### config.mk
export PLATFORM = sky130hd
export DESIGN_NAME = mem_access_unit
export DESIGN_NICKNAME = d
export VERILOG_FILES = /design/src/rtl/mem_access_unit.sv
export SDC_FILE = /design/constraint.sdc
export NUM_CORES = 1
export LEC_CHECK = 0
export BUFFER_PORTS_ARGS = -buffer_cell sky130_fd_sc_hd__clkbuf_2
export CAP_MARGIN = 20
export CORE_MARGIN = 2
export CORE_UTILIZATION = 50
export CTS_CLUSTER_SIZE = 20
export DETAILED_ROUTE_END_ITERATION = 12
export GPL_ROUTABILITY_DRIVEN = 0
export MAX_ROUTING_LAYER = met4
export PLACE_DENSITY_LB_ADDON = 0.2
export SLEW_MARGIN = 20
export SYNTH_ARGS = -nofsm -noshare
export SYNTH_HDL_FRONTEND = slang
export SYNTH_SLANG_ARGS = --single-unit
### constraint.sdc
create_clock -name clock -period 1.8 [get_ports clock]
set_input_delay 0.18 -clock clock [delete_from_list [all_inputs] [get_ports clock]]
set_output_delay 0.18 -clock clock [all_outputs]
set_load 0.02 [all_outputs]
### src/rtl/mem_access_unit.sv
// Load/store unit between the execute stage and a synchronous-read data RAM.
// Optional feature: define MISALIGN_TRAP_EN to reject misaligned half/word accesses.
module mem_access_unit #(
  parameter int MEM_AW = 14
) (
  input  logic              clock,
  input  logic              reset_n,
  input  logic              req,
  input  logic              we,
  input  logic [1:0]        size,
  input  logic              sign_ext,
  input  logic [31:0]       address,
  input  logic [31:0]       write_data,
  output logic              busy,
  output logic [31:0]       load_data,
  output logic              load_valid,
  output logic [MEM_AW-1:0] mem_addr,
  output logic              mem_wea,
  output logic [31:0]       mem_din,
  input  logic [31:0]       mem_dout,
  output logic              misalign
);

  typedef enum logic [1:0] {
    IDLE  = 2'd0,
    READ  = 2'd1,
    MERGE = 2'd2,
    WRITE = 2'd3
  } state_t;

  state_t              state_q, state_d;
  logic                we_q;
  logic [1:0]          size_q;
  logic                sext_q;
  logic [MEM_AW+1:0]   addr_q;
  logic [31:0]         wdata_q;
  logic                pend_q, pend_d;
  logic [1:0]          pend_size_q;
  logic                pend_sext_q;
  logic [1:0]          pend_lane_q;
  logic [31:0]         load_data_q;
  logic                load_valid_q;
  logic                misalign_q;
  logic                misalign_s;
  logic                accept_s;
  logic                unused_addr_s;

  function automatic logic [31:0] lane_extract(input logic [31:0] w, input logic [1:0] sz,
                                               input logic sx, input logic [1:0] ln);
    logic [7:0]  b;
    logic [15:0] h;
    logic [31:0] r;
    case (ln)
      2'd0:    b = w[7:0];
      2'd1:    b = w[15:8];
      2'd2:    b = w[23:16];
      default: b = w[31:24];
    endcase
    h = ln[1] ? w[31:16] : w[15:0];
    case (sz)
      2'b00:   r = {{24{sx & b[7]}}, b};
      2'b01:   r = {{16{sx & h[15]}}, h};
      default: r = w;
    endcase
    return r;
  endfunction

  function automatic logic [31:0] lane_merge(input logic [31:0] old, input logic [31:0] wd,
                                             input logic [1:0] sz, input logic [1:0] ln);
    logic [31:0] m;
    m = old;
    case (sz)
      2'b00: begin
        case (ln)
          2'd0:    m[7:0]   = wd[7:0];
          2'd1:    m[15:8]  = wd[7:0];
          2'd2:    m[23:16] = wd[7:0];
          default: m[31:24] = wd[7:0];
        endcase
      end
      2'b01: begin
        if (ln[1]) m[31:16] = wd[15:0];
        else       m[15:0]  = wd[15:0];
      end
      default: m = wd;
    endcase
    return m;
  endfunction

`ifdef MISALIGN_TRAP_EN
  assign misalign_s = ((size == 2'b01) && address[0]) ||
                      (size[1] && (address[1:0] != 2'b00));
`else
  assign misalign_s = 1'b0;
`endif

  assign accept_s      = (state_q == IDLE) && req && !misalign_s;
  assign unused_addr_s = ^address[31:MEM_AW+2];

  // Next-state decode; a load marks its RAM word for capture one cycle after READ.
  always_comb begin
    state_d = state_q;
    pend_d  = 1'b0;
    case (state_q)
      IDLE: begin
        if (accept_s) begin
          if (we && size[1]) state_d = WRITE;
          else               state_d = READ;
        end else begin
          state_d = IDLE;
        end
      end
      READ: begin
        pend_d = !we_q;
        if (we_q) state_d = MERGE;
        else      state_d = IDLE;
      end
      MERGE:   state_d = IDLE;
      WRITE:   state_d = IDLE;
      default: state_d = IDLE;
    endcase
  end

  always_ff @(posedge clock or negedge reset_n) begin
    if (!reset_n) begin
      state_q      <= IDLE;
      we_q         <= 1'b0;
      size_q       <= 2'b00;
      sext_q       <= 1'b0;
      addr_q       <= '0;
      wdata_q      <= 32'h0000_0000;
      pend_q       <= 1'b0;
      pend_size_q  <= 2'b00;
      pend_sext_q  <= 1'b0;
      pend_lane_q  <= 2'b00;
      load_data_q  <= 32'h0000_0000;
      load_valid_q <= 1'b0;
      misalign_q   <= 1'b0;
    end else begin
      state_q      <= state_d;
      pend_q       <= pend_d;
      load_valid_q <= pend_q;
      misalign_q   <= (state_q == IDLE) && req && misalign_s;
      if (accept_s) begin
        we_q    <= we;
        size_q  <= size;
        sext_q  <= sign_ext;
        addr_q  <= address[MEM_AW+1:0];
        wdata_q <= write_data;
      end
      // Snapshot the load shape so a back-to-back request can reuse the holding registers.
      if (pend_d) begin
        pend_size_q <= size_q;
        pend_sext_q <= sext_q;
        pend_lane_q <= addr_q[1:0];
      end
      if (pend_q) begin
        load_data_q <= lane_extract(mem_dout, pend_size_q, pend_sext_q, pend_lane_q);
      end
    end
  end

  // RAM write port decode; the merge path uses the word read during READ.
  always_comb begin
    mem_din = 32'h0000_0000;
    case (state_q)
      WRITE:   mem_din = wdata_q;
      MERGE:   mem_din = lane_merge(mem_dout, wdata_q, size_q, addr_q[1:0]);
      default: mem_din = 32'h0000_0000;
    endcase
  end

  assign busy       = (state_q != IDLE);
  assign mem_wea    = (state_q == WRITE) || (state_q == MERGE);
  assign mem_addr   = addr_q[MEM_AW+1:2];
  assign load_data  = load_data_q;
  assign load_valid = load_valid_q;
  assign misalign   = misalign_q;

endmodule
Yosys cells after proc, flatten, opt, wreduce, memory -nomap -nowiden
Index checks and enable logic that the tools add are counted.

word-level totals
  register bits = 93
  bits of input ports = 103

operators by class
  eq/ne operators = 9
  bitwise gates (word level) = 2
  multiplexer cells = 17
  reduce and logical (&&, ||, !) cells = 12

operators by type and width
  cell                  number
  $pmux W32 S2          3
  $mux W16              3
  $mux W8               5
  $pmux W8 S3           1
  $eq A2 B1 Y1 const B  5
  $logic_not A2 Y1      5
  $eq A2 B2 Y1 const B  4
  $mux W2               3
  $pmux W2 S3           1
  $reduce_or A3 Y1      1
  $and A1 B1 Y1         2
  $logic_and A1 B1 Y1   2
  $reduce_bool A2 Y1    1
  $reduce_or A2 Y1      1
  $logic_not A1 Y1      1
  $logic_or A1 B1 Y1    1
  $mux W1               1

Depth between registers and ports, before layout
  depth in word-level cells = 5
  gate-level depth with buffers = 6
  gate-level depth less buffers = 4

Worst setup path after synthesis
No wires, ideal clock.

  path kind = register to output
  start = register size_q[0]
  end = output port mem_din[10]
  cell stages (with the launch flop) = 6
  slack = 0.022 ns
  arrival = 1.598 ns
  path through = dfrtp_1 > buf_2 > inv_1 > o21ai_1 > a22oi_1 > a21boi_0

between the ends
  word-level cells in the longest chain between the ends = 3
  elaborated cells between the ends (all ways) = 4
  classes of those cells = eq/ne: 1; mux: 2; reduce/logical: 1

ends and longest elaborated chain
  element                                           RTL line  RTL
  start: declaration                                33        logic [1:0] size_q;
  start signal: assignment                          146       size_q <= size;
  $eq A2 B1 Y1 or $logic_not A2 Y1 (tied branches)  72        case (sz)
  $pmux W32 S2 (*)                                  72
  $pmux W32 S2 (*)                                  166       case (state_q)
  end: declaration                                  19        output logic [31:0] mem_din,

Mark *: on every way between the ends. The rest lies on a longest branch, timed or not.

Worst setup path after layout
  start = register addr_q[1]
  end = output port mem_din[12]

between the ends
  word-level cells in the longest chain between the ends = 4
  elaborated cells between the ends (all ways) = 5
  classes of those cells = eq/ne: 1; mux: 4

ends and longest elaborated chain
  element                   RTL line  RTL
  start: declaration        35        logic [MEM_AW+1:0] addr_q;
  start signal: assignment  148       addr_q <= address[MEM_AW+1:0];
  $eq A2 B1 Y1              74        case (ln)
  $mux W8                   74
  $pmux W32 S2 (*)          72
  $pmux W32 S2 (*)          166

Marks and branches as above.

==> impl_metrics.json <==
{
  "synth_edf_count": 0,
  "wl_um": 15200,
  "die-height_um": 105,
  "dp_hpwl_um": 10800,
  "finalCritPeriodShare_pct": 115,
  "r2r_start": "state_q[0]",
  "rr_worst_depth": 5,
  "max-vdd-ir-drop_uv": 820,
  "num_antenna_cells": 0,
  "gr-total-overflow": 0,
  "initial_utilization_pct": 51.8,
  "end_kind": "output port",
  "drive_gt1_share_pct": 50.7,
  "cts_tree": "yes",
  "grt_usage_pct": 28.4,
  "finalSetupViolCount": 32,
  "min_path_cells": 2,
  "ys.warnings.count": 0,
  "drt-pass1-iter-count": 5,
  "area_growth_syn_to_layout_pct": 36.0,
  "grt_first_pass_wirelength_um": 23800,
  "antenna_found_initial": 0,
  "antenna_left": 0,
  "final_max_slew_viol_count": 0,
  "clock_sinks": 93,
  "grt_pass1_vias": 4569,
  "clk_pin_slew_ns": 0.09,
  "max_slew_margin_pct": 66.3,
  "portBuffers": 167,
  "post_layout_nonfiller_instances": 816,
  "min_period_ns": 2.07,
  "drc_errors": 0,
  "power_density_nw_per_um2": 1630,
  "routedWlPerCell_um": 18.6,
  "finalPower_mw": 11.3,
  "arrival_ns": 1.89,
  "dieArea_um2": 11000,
  "rsz0062_at_grt": "yes",
  "nNetsFinal": 781,
  "failed_checks": "setup timing",
  "clock_latency_ns": 0.36,
  "synth_cells": 504,
  "synthArstFlopShare_pct": 100,
  "syn_area_um2": 5090,
  "required_ns": 1.62,
  "io_pins": 185,
  "grt_max_degree": 53,
  "path_class": "reg -> out",
  "hp-class": "in -> reg",
  "ys_seq_area_share_pct": 45.7,
  "synth_top_area_share_pct": 45.7,
  "r2r_slack_ns": 0.10,
  "status": "finished with violations",
  "finalHoldViolCount": 0,
  "synth_seq_cells": 93,
  "startpoint_type": "flop",
  "core_area_um2": 9820,
  "worst_slack_ns": -0.268,
  "cts-root-buf": "clkbuf_8",
  "synth_cell_type_count": 46,
  "die_w_um": 105,
  "worstMarginPinSlew_ns": 0.505,
  "cts_buffers": 9,
  "path_max_fanout": 6,
  "reg2reg_to": "wdata_q[14]",
  "holdWs_ns": 0.0258,
  "rows": 36,
  "fmax_mhz": 484,
  "drtIter0Drc": 317,
  "finalSetupTns_ns": -5.56,
  "maxCapViolCount": 0,
  "skew_ns": 0.0111,
  "power.leakage_nw": 3.20,
  "cts.path.max_buffers": 2,
  "ys_top_cells_by_count": "102 x nand2_1, 93 x dfrtp_1, 60 x mux2_2",
  "synth_ff_type": "dfrtp_1",
  "syn_nets": 607,
  "worstHoldStart": "write_data[21]",
  "drt-vias-per-instance": 5.65,
  "post-place-ws_ns": -0.0284,
  "yosys.area.top_type": "dfrtp_1",
  "synth.most_common_cell": "nand2_1",
  "dr_total_vias": 4609,
  "hold_end": "wdata_q[21]",
  "synth_area_per_cell_um2": 10.1,
  "dp_cells": 788,
  "synthTopCellsByArea": "dfrtp_1 46%, mux2_2 13%, nand2_1 7.5%",
  "fillers": 772,
  "htreeDepth": 3
}
critical path: stages, from the launching register on:
cell      delay, ns
dfrtp_2        0.47
buf_6          0.14
nor4_4         0.24
buf_4          0.21
nand2_1        0.07
a21boi_1       0.14
buf_4          0.14
buf_8          0.10
cells by family (layout without fill, tap and decap cells):
| family | Yosys count | in the layout | synth area share, % |
|---|---|---|---|
| AO/OA/AOI/OAI | 116 | 116 | 15.2 |
| flip-flops | 93 | 93 | 45.7 |
| other | 1 | 1 | 0.0737 |
| AND/OR/NAND/NOR | 151 | 151 | 13.7 |
| buffers and inverters | 55 | 234 | 6.12 |
| multiplexers | 88 | 88 | 19.2 |
cells in the final DEF, fill, tap and decap left out, types with 5 or more instances in the layout:
master	instances
buf_6	8
buf_4	49
dfrtp_1	89
o2111ai_2	5
buf_8	5
nor2b_1	17
o32a_1	7
nand2_1	97
mux2_2	58
a22oi_2	8
a31oi_1	16
mux2i_1	20
a32oi_1	7
nor2_1	11
o21ai_0	20
o21ai_2	6
a21boi_2	8
buf_12	6
clkbuf_2	134
clkbuf_8	15
o21ai_1	19
a21oi_1	7
worst max path at each step:
stage / startpoint / to / slack, ns
finish: addr_q[1] / mem_din[12] / -0.27
global route: addr_q[0] / mem_din[31] / -0.32
CTS: size_q[0] / mem_din[12] / -0.25
detailed placement: addr_q[0] / mem_din[24] / -0.03
global placement: addr_q[0] / mem_din[24] / 0.02
floorplan: size_q[0] / mem_din[10] / 0.02
registers in the layout, summed over array words and instances (netlist names):
register and count:
wdata_q 32, sext_q 1, state_q 2, load_valid 1, addr_q 16, we_q 1
pend_size_q 2, size_q 2, pend_sext_q 1, pend_q 1, load_data 32, pend_lane_q 2
power by group:
group	total (mW)	leakage (nW)	internal [mW]	switching (mW)
clock	1.70	0.119	0.958	0.739
combinational	5.91	2.00	2.66	3.25
sequential	3.65	1.08	2.95	0.694
stage by stage:
step | utilization (%) | instance area [um2]
after global routing | 70.5 | 6920
after global placement | 62.1 | 6100
after detailed placement | 62.1 | 6100
after CTS | 68.9 | 6770
after floorplan | - | 5090
final | 70.5 | 6920
metal layers:
layer  track usage (%)  vias to the layer above  part of all wire (%)  routed length [um]
met5                 -                        -                     0                   0
met4              12.1                        0                   2.3                 353
met3              4.93                       32                   8.3                1250
met2              45.1                      230                    49                7490
met1              35.9                     2229                    40                6090
li1                  -                     2118                     -                   -
area by class of cell:
cell class              instances  area, um2  area share [%]
well taps                     133        166            2.40
inverters                       3       11.3           0.163
multi-input cells             356       2720            39.2
flip-flops and latches         93       2330            33.7
clock inverters                 6        110            1.59
clock buffers                  10        138            1.99
repair buffers                215       1450            20.9
repair_timing:
item,4_1_cts,5_1_grt
hold buffers,1,0
resized for setup,87,73
setup buffers,9,4
gates cloned,2,0
endpoints found under the hold margin,93,0
pin swaps,11,20
endpoints found under the setup margin,32,35
No activity file was read; power rests on OpenSTA's default activity.
